==> src/rtl/ov5640_init_seq_if.sv <==
// I2C write-master handshake between the init sequencer and the i2c block.
interface ov5640_init_seq_if;
    logic [23:0] i2c_send_dat;
    logic        i2c_sendit;
    logic        i2c_done;
    logic        i2c_ack;

    // Sequencer side: drives the write request, observes i2c status.
    modport master (
        output i2c_send_dat,
        output i2c_sendit,
        input  i2c_done,
        input  i2c_ack
    );

    // i2c block side.
    modport slave (
        input  i2c_send_dat,
        input  i2c_sendit,
        output i2c_done,
        output i2c_ack
    );
endinterface

==> src/rtl/ov5640_init_seq.sv <==
// OV5640 power-up register loader: walks a table of {reg_addr, reg_data}
// entries, issues one i2c write per entry, honours 0xFFFF millisecond delay
// entries, retries NACKed/timed-out writes and reports DONE or FAIL.
module ov5640_init_seq #(
    parameter int NUM_ENTRIES    = 8,
    parameter int GAP_CYCLES     = 125,
    parameter int MAX_RETRY      = 3,
    parameter int TIMEOUT_CYCLES = 8191,
    parameter int MS_CYCLES      = 25000,
    // Entry i occupies bits [24*i +: 24]; entry 0 is the rightmost field.
    parameter logic [NUM_ENTRIES*24-1:0] INIT_TABLE = {
        {16'h3034, 8'h1A},
        {16'h3018, 8'hFF},
        {16'h3017, 8'hFF},
        {16'h3103, 8'h03},
        {16'h3008, 8'h42},
        {16'hFFFF, 8'd5},
        {16'h3008, 8'h82},
        {16'h3103, 8'h11}
    }
) (
    input  logic                      meg25,
    input  logic                      reset,
    input  logic                      start,
    ov5640_init_seq_if.master         i2c,
    output logic                      busy,
    output logic                      initial_done,
    output logic                      error,
    output logic [7:0]                step_index,
    output logic [1:0]                retry_count
);

    localparam int TW = $clog2(TIMEOUT_CYCLES + 1);
    localparam int GW = $clog2(GAP_CYCLES + 1);
    localparam int DW = $clog2(255 * MS_CYCLES + 1);

    localparam logic [TW-1:0] TO_LAST  = TW'(TIMEOUT_CYCLES - 1);
    localparam logic [GW-1:0] GAP_LAST = GW'(GAP_CYCLES - 1);
    localparam logic [DW-1:0] MS_W     = DW'(MS_CYCLES);
    localparam logic [7:0]    LAST_IDX = 8'(NUM_ENTRIES - 1);
    localparam logic [1:0]    MAX_R    = 2'(MAX_RETRY);

    typedef enum logic [3:0] {
        S_IDLE,
        S_LOAD,
        S_WAIT_BUSY,
        S_WAIT_DONE,
        S_CHECK,
        S_GAP,
        S_DELAY,
        S_DONE,
        S_FAIL
    } state_t;

    state_t        state_q, state_n;
    logic [23:0]   dat_q, dat_n;
    logic          sendit_q, sendit_n;
    logic [7:0]    step_q, step_n;
    logic [1:0]    retry_q, retry_n;
    logic [TW-1:0] tcnt_q, tcnt_n;
    logic [GW-1:0] gcnt_q, gcnt_n;
    logic [DW-1:0] dcnt_q, dcnt_n;
    logic          fail_q, fail_n;
    logic          pend_q, pend_n;
    logic [23:0]   cur_entry;

    // Table entry addressed by the current step.
    always_comb begin
        cur_entry = INIT_TABLE[24*int'(step_q) +: 24];
    end

    // State and datapath registers; reset overrides everything including start.
    always_ff @(posedge meg25) begin
        if (reset) begin
            state_q  <= S_IDLE;
            dat_q    <= '0;
            sendit_q <= 1'b0;
            step_q   <= '0;
            retry_q  <= '0;
            tcnt_q   <= '0;
            gcnt_q   <= '0;
            dcnt_q   <= '0;
            fail_q   <= 1'b0;
            pend_q   <= 1'b0;
        end else begin
            state_q  <= state_n;
            dat_q    <= dat_n;
            sendit_q <= sendit_n;
            step_q   <= step_n;
            retry_q  <= retry_n;
            tcnt_q   <= tcnt_n;
            gcnt_q   <= gcnt_n;
            dcnt_q   <= dcnt_n;
            fail_q   <= fail_n;
            pend_q   <= pend_n;
        end
    end

    // Next-state logic; the "advance" rule is shared by GAP expiry and DELAY expiry.
    always_comb begin
        state_n  = state_q;
        dat_n    = dat_q;
        sendit_n = sendit_q;
        step_n   = step_q;
        retry_n  = retry_q;
        tcnt_n   = tcnt_q;
        gcnt_n   = gcnt_q;
        dcnt_n   = dcnt_q;
        fail_n   = fail_q;
        pend_n   = pend_q;

        case (state_q)
            S_IDLE, S_DONE, S_FAIL: begin
                if (start) begin
                    state_n = S_LOAD;
                    step_n  = '0;
                    retry_n = '0;
                    pend_n  = 1'b0;
                end
            end

            S_LOAD: begin
                if (cur_entry[23:8] == 16'hFFFF) begin
                    dcnt_n  = DW'(cur_entry[7:0]) * MS_W;
                    state_n = S_DELAY;
                end else begin
                    dat_n    = cur_entry;
                    sendit_n = 1'b1;
                    tcnt_n   = '0;
                    state_n  = S_WAIT_BUSY;
                end
            end

            S_WAIT_BUSY: begin
                if (!i2c.i2c_done) begin
                    tcnt_n  = '0;
                    state_n = S_WAIT_DONE;
                end else if (tcnt_q == TO_LAST) begin
                    sendit_n = 1'b0;
                    fail_n   = 1'b1;
                    state_n  = S_CHECK;
                end else begin
                    tcnt_n = tcnt_q + TW'(1);
                end
            end

            S_WAIT_DONE: begin
                if (i2c.i2c_done) begin
                    sendit_n = 1'b0;
                    fail_n   = i2c.i2c_ack;
                    state_n  = S_CHECK;
                end else if (tcnt_q == TO_LAST) begin
                    sendit_n = 1'b0;
                    fail_n   = 1'b1;
                    state_n  = S_CHECK;
                end else begin
                    tcnt_n = tcnt_q + TW'(1);
                end
            end

            S_CHECK: begin
                gcnt_n = '0;
                if (!fail_q) begin
                    pend_n  = 1'b0;
                    state_n = S_GAP;
                end else if (retry_q < MAX_R) begin
                    retry_n = retry_q + 2'd1;
                    pend_n  = 1'b1;
                    state_n = S_GAP;
                end else begin
                    state_n = S_FAIL;
                end
            end

            S_GAP, S_DELAY: begin
                if ((state_q == S_GAP   && gcnt_q != GAP_LAST) ||
                    (state_q == S_DELAY && dcnt_q != '0)) begin
                    gcnt_n = gcnt_q + GW'(1);
                    dcnt_n = (state_q == S_DELAY) ? dcnt_q - DW'(1) : dcnt_q;
                end else if (pend_q) begin
                    pend_n  = 1'b0;
                    state_n = S_LOAD;
                end else if (step_q == LAST_IDX) begin
                    state_n = S_DONE;
                end else begin
                    step_n  = step_q + 8'd1;
                    retry_n = '0;
                    state_n = S_LOAD;
                end
            end

            default: state_n = S_IDLE;
        endcase
    end

    // Status decode and i2c outputs.
    always_comb begin
        busy              = !(state_q == S_IDLE || state_q == S_DONE || state_q == S_FAIL);
        initial_done      = (state_q == S_DONE);
        error             = (state_q == S_FAIL);
        step_index        = step_q;
        retry_count       = retry_q;
        i2c.i2c_send_dat  = dat_q;
        i2c.i2c_sendit    = sendit_q;
    end

endmodule
==> src/flat_wrapper.sv <==
// flat-port wrapper written by rule: the top's interface ports become plain ports
module ov5640_init_seq_flat 
#(
    parameter int NUM_ENTRIES    = 8,
    parameter int GAP_CYCLES     = 125,
    parameter int MAX_RETRY      = 3,
    parameter int TIMEOUT_CYCLES = 8191,
    parameter int MS_CYCLES      = 25000,
                                                                          
    parameter logic [NUM_ENTRIES*24-1:0] INIT_TABLE = {
        {16'h3034, 8'h1A},
        {16'h3018, 8'hFF},
        {16'h3017, 8'hFF},
        {16'h3103, 8'h03},
        {16'h3008, 8'h42},
        {16'hFFFF, 8'd5},
        {16'h3008, 8'h82},
        {16'h3103, 8'h11}
    }
)
  (meg25, reset, start, busy, initial_done, error, step_index, retry_count, i2c_i2c_send_dat, i2c_i2c_sendit, i2c_i2c_done, i2c_i2c_ack);
  ov5640_init_seq_if i2c_i ();
  input  logic meg25;
  input  logic reset;
  input  logic start;
  output logic busy;
  output logic initial_done;
  output logic error;
  output logic [7:0] step_index;
  output logic [1:0] retry_count;
  output wire logic [$bits(i2c_i.i2c_send_dat)-1:0] i2c_i2c_send_dat;
  output wire logic [$bits(i2c_i.i2c_sendit)-1:0] i2c_i2c_sendit;
  input wire logic [$bits(i2c_i.i2c_done)-1:0] i2c_i2c_done;
  input wire logic [$bits(i2c_i.i2c_ack)-1:0] i2c_i2c_ack;
  assign i2c_i2c_send_dat = i2c_i.i2c_send_dat;
  assign i2c_i2c_sendit = i2c_i.i2c_sendit;
  assign i2c_i.i2c_done = i2c_i2c_done;
  assign i2c_i.i2c_ack = i2c_i2c_ack;
  ov5640_init_seq #(.NUM_ENTRIES(NUM_ENTRIES), .GAP_CYCLES(GAP_CYCLES), .MAX_RETRY(MAX_RETRY), .TIMEOUT_CYCLES(TIMEOUT_CYCLES), .MS_CYCLES(MS_CYCLES), .INIT_TABLE(INIT_TABLE)) u_core (.meg25(meg25), .reset(reset), .start(start), .i2c(i2c_i), .busy(busy), .initial_done(initial_done), .error(error), .step_index(step_index), .retry_count(retry_count));
endmodule
==> config.mk <==
export PLATFORM = sky130hd
export DESIGN_NAME = ov5640_init_seq_flat
export DESIGN_NICKNAME = d
export VERILOG_FILES = /design/src/rtl/ov5640_init_seq_if.sv /design/src/rtl/ov5640_init_seq.sv /design/src/flat_wrapper.sv
export SDC_FILE = /design/constraint.sdc
export NUM_CORES = 1
export LEC_CHECK = 0
export BUFFER_PORTS_ARGS = -buffer_cell sky130_fd_sc_hd__buf_2
export CORE_MARGIN = 5
export CORE_UTILIZATION = 56
export DETAILED_ROUTE_END_ITERATION = 12
export GPL_TIMING_DRIVEN = 0
export PLACE_DENSITY = 0.78
export SLEW_MARGIN = 15
export SYNTH_ARGS = -nofsm -noshare
export SYNTH_HDL_FRONTEND = slang
export SYNTH_SLANG_ARGS = --single-unit
==> constraint.sdc <==
create_clock -name meg25 -period 5 [get_ports meg25]
set_clock_uncertainty 0.2 [all_clocks]
set_input_delay 0.25 -clock meg25 [delete_from_list [all_inputs] [get_ports meg25]]
set_output_delay 0.25 -clock meg25 [all_outputs]
set_load 0.03 [all_outputs]
After elaboration in Yosys (flattened, before gate mapping)
Cells that the tools add are included.
Word-level totals
  register bits: 84
  output and inout bits: 38
  logic and storage cells: 119
Cells by class
  add/subtract/negate cells: 5
  multipliers: 2
  $lt $le $gt $ge: 1
  equality and inequality tests: 25
  shift-type cells: 1
  mux-type cells: 48
  bitwise gates (word level): 1
  reductions and logical operators: 26
Operator list (count)
  $shiftx 192x32->24 const A: 1
  $mux 23: 3
  $mux 13: 4
  $pmux 23 s2: 1
  $pmux 13 s3: 1
  $mux 4: 8
  $mux 8: 4
  $pmux 4 s6: 1
  $reduce_bool 23->1: 1
  $sub 23x1->23 const B: 1
  $mul 8x12->20 const B: 1
  $eq 16x16->1 const B: 1
  $eq 4x3->1 const B: 4
  $pmux 8 s2: 1
  $ne 2x2->1 const B: 7
  $pmux 7 s2: 1
  $add 13x1->13 const B: 1
  $eq 13x13->1 const B: 1
  $mux 2: 6
  $mux 1: 11
  $mul 2x8->10 const A: 1
  $ne 2x1->1 const B: 5
  $add 8x1->8 const B: 1
  $eq 4x2->1 const B: 2
  other kinds (27): 41

Longest topological paths before layout
  word-level depth: 5
  gate-level depth with buffers: 18

Worst setup path after synthesis
No wires, ideal clock.
  path kind: reg2reg
  start point: register u_core.step_q[2], in the netlist u_core.step_index[2]
  end point: register u_core.dcnt_q[21]
  library setup time: 0.122 ns
  data arrival time: 4.709 ns
  required time: 4.678 ns
  slack: -0.031 ns
  stages on the path, launching flop included: 18
  buffers on the path: 3
  clock period less this slack: 5.031 ns
  path through: dfxtp_1 -> clkbuf_1 -> buf_1 -> nand3b_1 -> a21oi_1 -> inv_1 -> ha_1 -> ha_1 -> fa_1 -> fa_1 -> ha_1 -> clkbuf_1 -> a21o_1 -> a31oi_1 -> o21ai_0 -> a221oi_1 -> nor4_1 -> a221o_1
Between the ends
  word-level cells in the longest chain between the ends: 5
  elaborated cells between the ends (all ways): 8
  those cells by class: mul: 2; eq/ne: 2; shift: 1; mux: 2; reduce/logical: 1
RTL lines
  from (decl): RTL line ov5640_init_seq.sv:58  | logic [7:0] step_q, step_n;
  from (signal assigned): RTL line ov5640_init_seq.sv:89  | step_q <= step_n;
  $mul 2x8->10: RTL line ov5640_init_seq.sv:69  | cur_entry = INIT_TABLE[24*int'(step_q) +: 24];
  $shiftx 192x32->24: RTL line ov5640_init_seq.sv:69
  net u_core.cur_entry[6]: RTL line ov5640_init_seq.sv:65  | logic [23:0] cur_entry;
  $mul 8x12->20: RTL line ov5640_init_seq.sv:124  | dcnt_n = DW'(cur_entry[7:0]) * MS_W;
  $mux 23: RTL line ov5640_init_seq.sv:123  | if (cur_entry[23:8] == 16'hFFFF) begin
  $pmux 23 s2: RTL line ov5640_init_seq.sv:112  | case (state_q)
  to (signal assigned): RTL line ov5640_init_seq.sv:93  | dcnt_q <= dcnt_n;
  to (decl): RTL line ov5640_init_seq.sv:62  | logic [DW-1:0] dcnt_q, dcnt_n;
The timed path passes the listed nets, and every way through them passes these cells. The select of a mux whose other input is x is not followed.
A chain may end at the register's enable or synchronous reset.

Worst setup path in the final report
Ends and elaborated chain as after synthesis.

==> impl_results.md <==
- Root buffer cell: clkbuf_8
- First-pass DRT Iterations: 6
- Final Util: 63.48%
- P&R area growth vs syn: 11.74%
- Cell area after synthesis: 0.005786 mm^2
- Status: complete, no violations
- Via count: 5822
- Initial Util: 56.81%
- Core box area: 0.01018 mm^2
- Clock Pin Slew Worst Setup and Hold Paths: 90 ps
- Main synth FF type: dfxtp_1
- Synth Register Bits: 76
- FMAX: 206.5 MHz
- Max-cap violations: 0
- Buffer depth of the longest clock path: 2
- Final min period: 4843 ps
- Crit-path max FO: 13
- Worst slew margin: 42.50%
- Internal power: 1.226 mW
- Die Area: 0.01246 mm^2
- Nets@finish: 877
- Number of remaining DRC errors: 0
- Leak pwr: 2.780 nW
- Hold_sp: i2c_i2c_ack
- Reg2reg end: u_core.dcnt_q[21]
- CP required: 5040 ps
- Ys async rst share: 0%
- Detailed-route wire length: 15950 um
- Worst Tran Pin Value: 855.4 ps
- Period utilisation layout: 96.86%
- Worst Hold Class: in2reg
- Clock share of power: 19.8%
- Port Buffer Count: 41
- Crit path kind: reg2reg
- Sink Count: 76
- Crit start category: register
- Post-route ant nets: 0
- Max Slew Vio Count: 0
- Net switching power: 1.036 mW
- Post-synth EDFFs: 0
- DRT iter0 DRCs: 525
- Largest net degree at the start of global routing: 15
- Ports: 43
- Final setup fails: 0
- Sequential fraction of the synthesis area: 26.30%
- Reg2reg path depth: 15
- Power share of the combinational group: 49.1%
- Num rows: 37
- Sequential Power Share: 31.0%
- Die Span X: 111.6 um
- Syn_nets: 827
- GP Congestion: 0.9403
- Yosys warnings: 0
- Kind of end point of the critical path: register
- Final Hold Vio Count: 0
- Final Power: 2.262 mW
- Hold depth: 3
- Detailed placer's ending HPWL: 12110 um
- Hold endpoint: u_core.fail_q
- Data arrival time of the critical path: 4890 ps
- GRT overflow: 0
- Die height: 111.6 um
- GRT Util Overall: 25.36%
- Cts hold-fix bufs: 0
- Layout cells sized above 1: 12.78%
- FF-to-FF setup slack: 160 ps
- Cell taking the most area after synthesis: dfxtp_1
- CTS tree: yes
- Switching Fraction: 45.80%
- Diodes inserted: 0
- Syn_area_per_cell: 7.704 um^2
- Critical R2R Launch: u_core.step_index[2]
- VDD IR max: 0.2133 mV
- Synth area leaders: dfxtp_1 26%, ha_1 13%, a21oi_1 5.6%
- Post-detailed-route wirelength per cell: 16.93 um
- Synth cell types: 69
- Vias in the first global route: 5440
- Max H-tree Level: 3
- Initial antenna violation count: 0
- CTS Buf Count: 9
- Post-synthesis cell count: 751
- Clock Latency Late Sink: 360 ps
- Via density: 6.180
- Synth top area share: 26.30%
- PwrDens: 349.9 mW/mm^2
- First-pass GRT wire length: 26420 um
==> layer usage <==
metal / up-vias / wire [um] / GRT usage, %
li1: 2805 / - / -
met1: 2727 / 6864 / 32.97
met2: 251 / 7478 / 42.37
met3: 39 / 1142 / 4.293
met4: 0 / 467 / 9.165
met5: - / 0 / 0
==> cells by family after synthesis <==
kind of cell / Yosys count / share of synthesized area [%]
AO/OA/AOI/OAI: 196 / 21.45
AND/OR/NAND/NOR: 289 / 24.52
multiplexers: 6 / 1.038
flip-flops: 76 / 26.30
XOR/XNOR: 22 / 3.331
adder cells (fa/ha/maj): 71 / 16.91
buffers and inverters: 91 / 6.445
==> worst max path at each step <==
stage | startpoint | endpoint | cells past startpoint
CTS | u_core.step_index[2] | u_core.dcnt_q[21] | 16
finish | u_core.step_index[2] | u_core.dcnt_q[21] | 15
global route | u_core.step_index[1] | u_core.dcnt_q[21] | 16
global placement | u_core.step_index[2] | u_core.dcnt_q[21] | 17
floorplan | u_core.step_index[2] | u_core.dcnt_q[21] | 17
detailed placement | u_core.step_index[2] | u_core.dcnt_q[21] | 17
==> cell usage after synthesis, drive strengths merged (13+ instances only) <==
cell type / instances
a21oi: 65
a31oi: 21
and3: 13
clkbuf: 35
dfxtp: 76
ha: 59
inv: 43
nand2: 77
nand3: 30
nor2: 74
nor3: 26
o21ai: 41
xnor2: 14
==> state kept, by name (all words and copies together), names as in the netlist <==
register,count
u_core.gcnt_q,7
u_core.pend_q,1
u_core.tcnt_q,13
u_core.retry_count,2
u_core.i2c.i2c_send_dat,16
u_core.dcnt_q,23
u_core.i2c.i2c_sendit,1
u_core.fail_q,1
u_core.state_q,4
u_core.step_index,8
==> layout make-up <==
cell class	instances	area, um^2
buffer	43	201.4
clock buffer	10	137.6
clock inverter	6	47.55
fill	894	3720
inverter	44	165.2
multi-input combinational	584	3996
sequential	76	1526
tap	136	170.2
timing repair buffer	43	220.2
==> cells in the final DEF (no fill, tap or decap), types with 9 or more instances in the layout <==
cell and instances:
fa_1 12, dfxtp_1 74, and3_1 13, buf_4 10, nand2_1 77, nand4_1 10
buf_2 43, ha_1 58, a31oi_1 20, o21ai_0 39, nor3_1 26, xnor2_1 14
or4_1 10, nand2b_1 9, inv_1 43, nand3_1 29, clkbuf_1 29, a21oi_1 59
nor2_1 69, a21o_1 9, clkbuf_8 10, or3_1 9
==> per-stage QoR <==
step	instances	cell area (um^2)	setup slack, ps	hold slack (ps)	TNS (ps)
floorplan	751	5787	58.81	226.5	0
global placement	928	6162	-589.5	239.1	-1581
detailed placement	928	6168	-635.0	246.7	-2659
CTS	942	6397	4.121	9.668	0
global route	942	6465	-22.52	21.79	-22.52
finish	942	6465	157.1	27.91	0
==> repair_timing <==
item / CTS / global route
pin swaps: 0 / 2
endpoints found under the setup margin: 10 / 10
resized for setup: 15 / 19
setup buffers: 0 / 2
==> critical path: stages (launching register included) <==
cell and delay [ps]:
dfxtp_4 440, clkbuf_4 240, nand3b_1 230, a21oi_4 290
ha_1 280, ha_1 340, fa_1 490, ha_1 300
ha_1 280, clkbuf_1 190, a21o_1 250, a31oi_2 300
o21ai_0 180, a221oi_2 360, nor4_1 80, a221o_1 270
==> power by group through the flow <==
stage / sequential [mW] / clock (mW) / combinational [mW]
2_1_floorplan: 0.761 / 0 / 0.768
3_3_place_gp: 0.711 / 0 / 1.05
3_5_place_dp: 0.716 / 0 / 1.08
4_1_cts: 0.701 / 0.454 / 1.09
5_1_grt: 0.709 / 0.483 / 1.23
6_report: 0.702 / 0.449 / 1.11
Power figures use the tool's default switching activity.
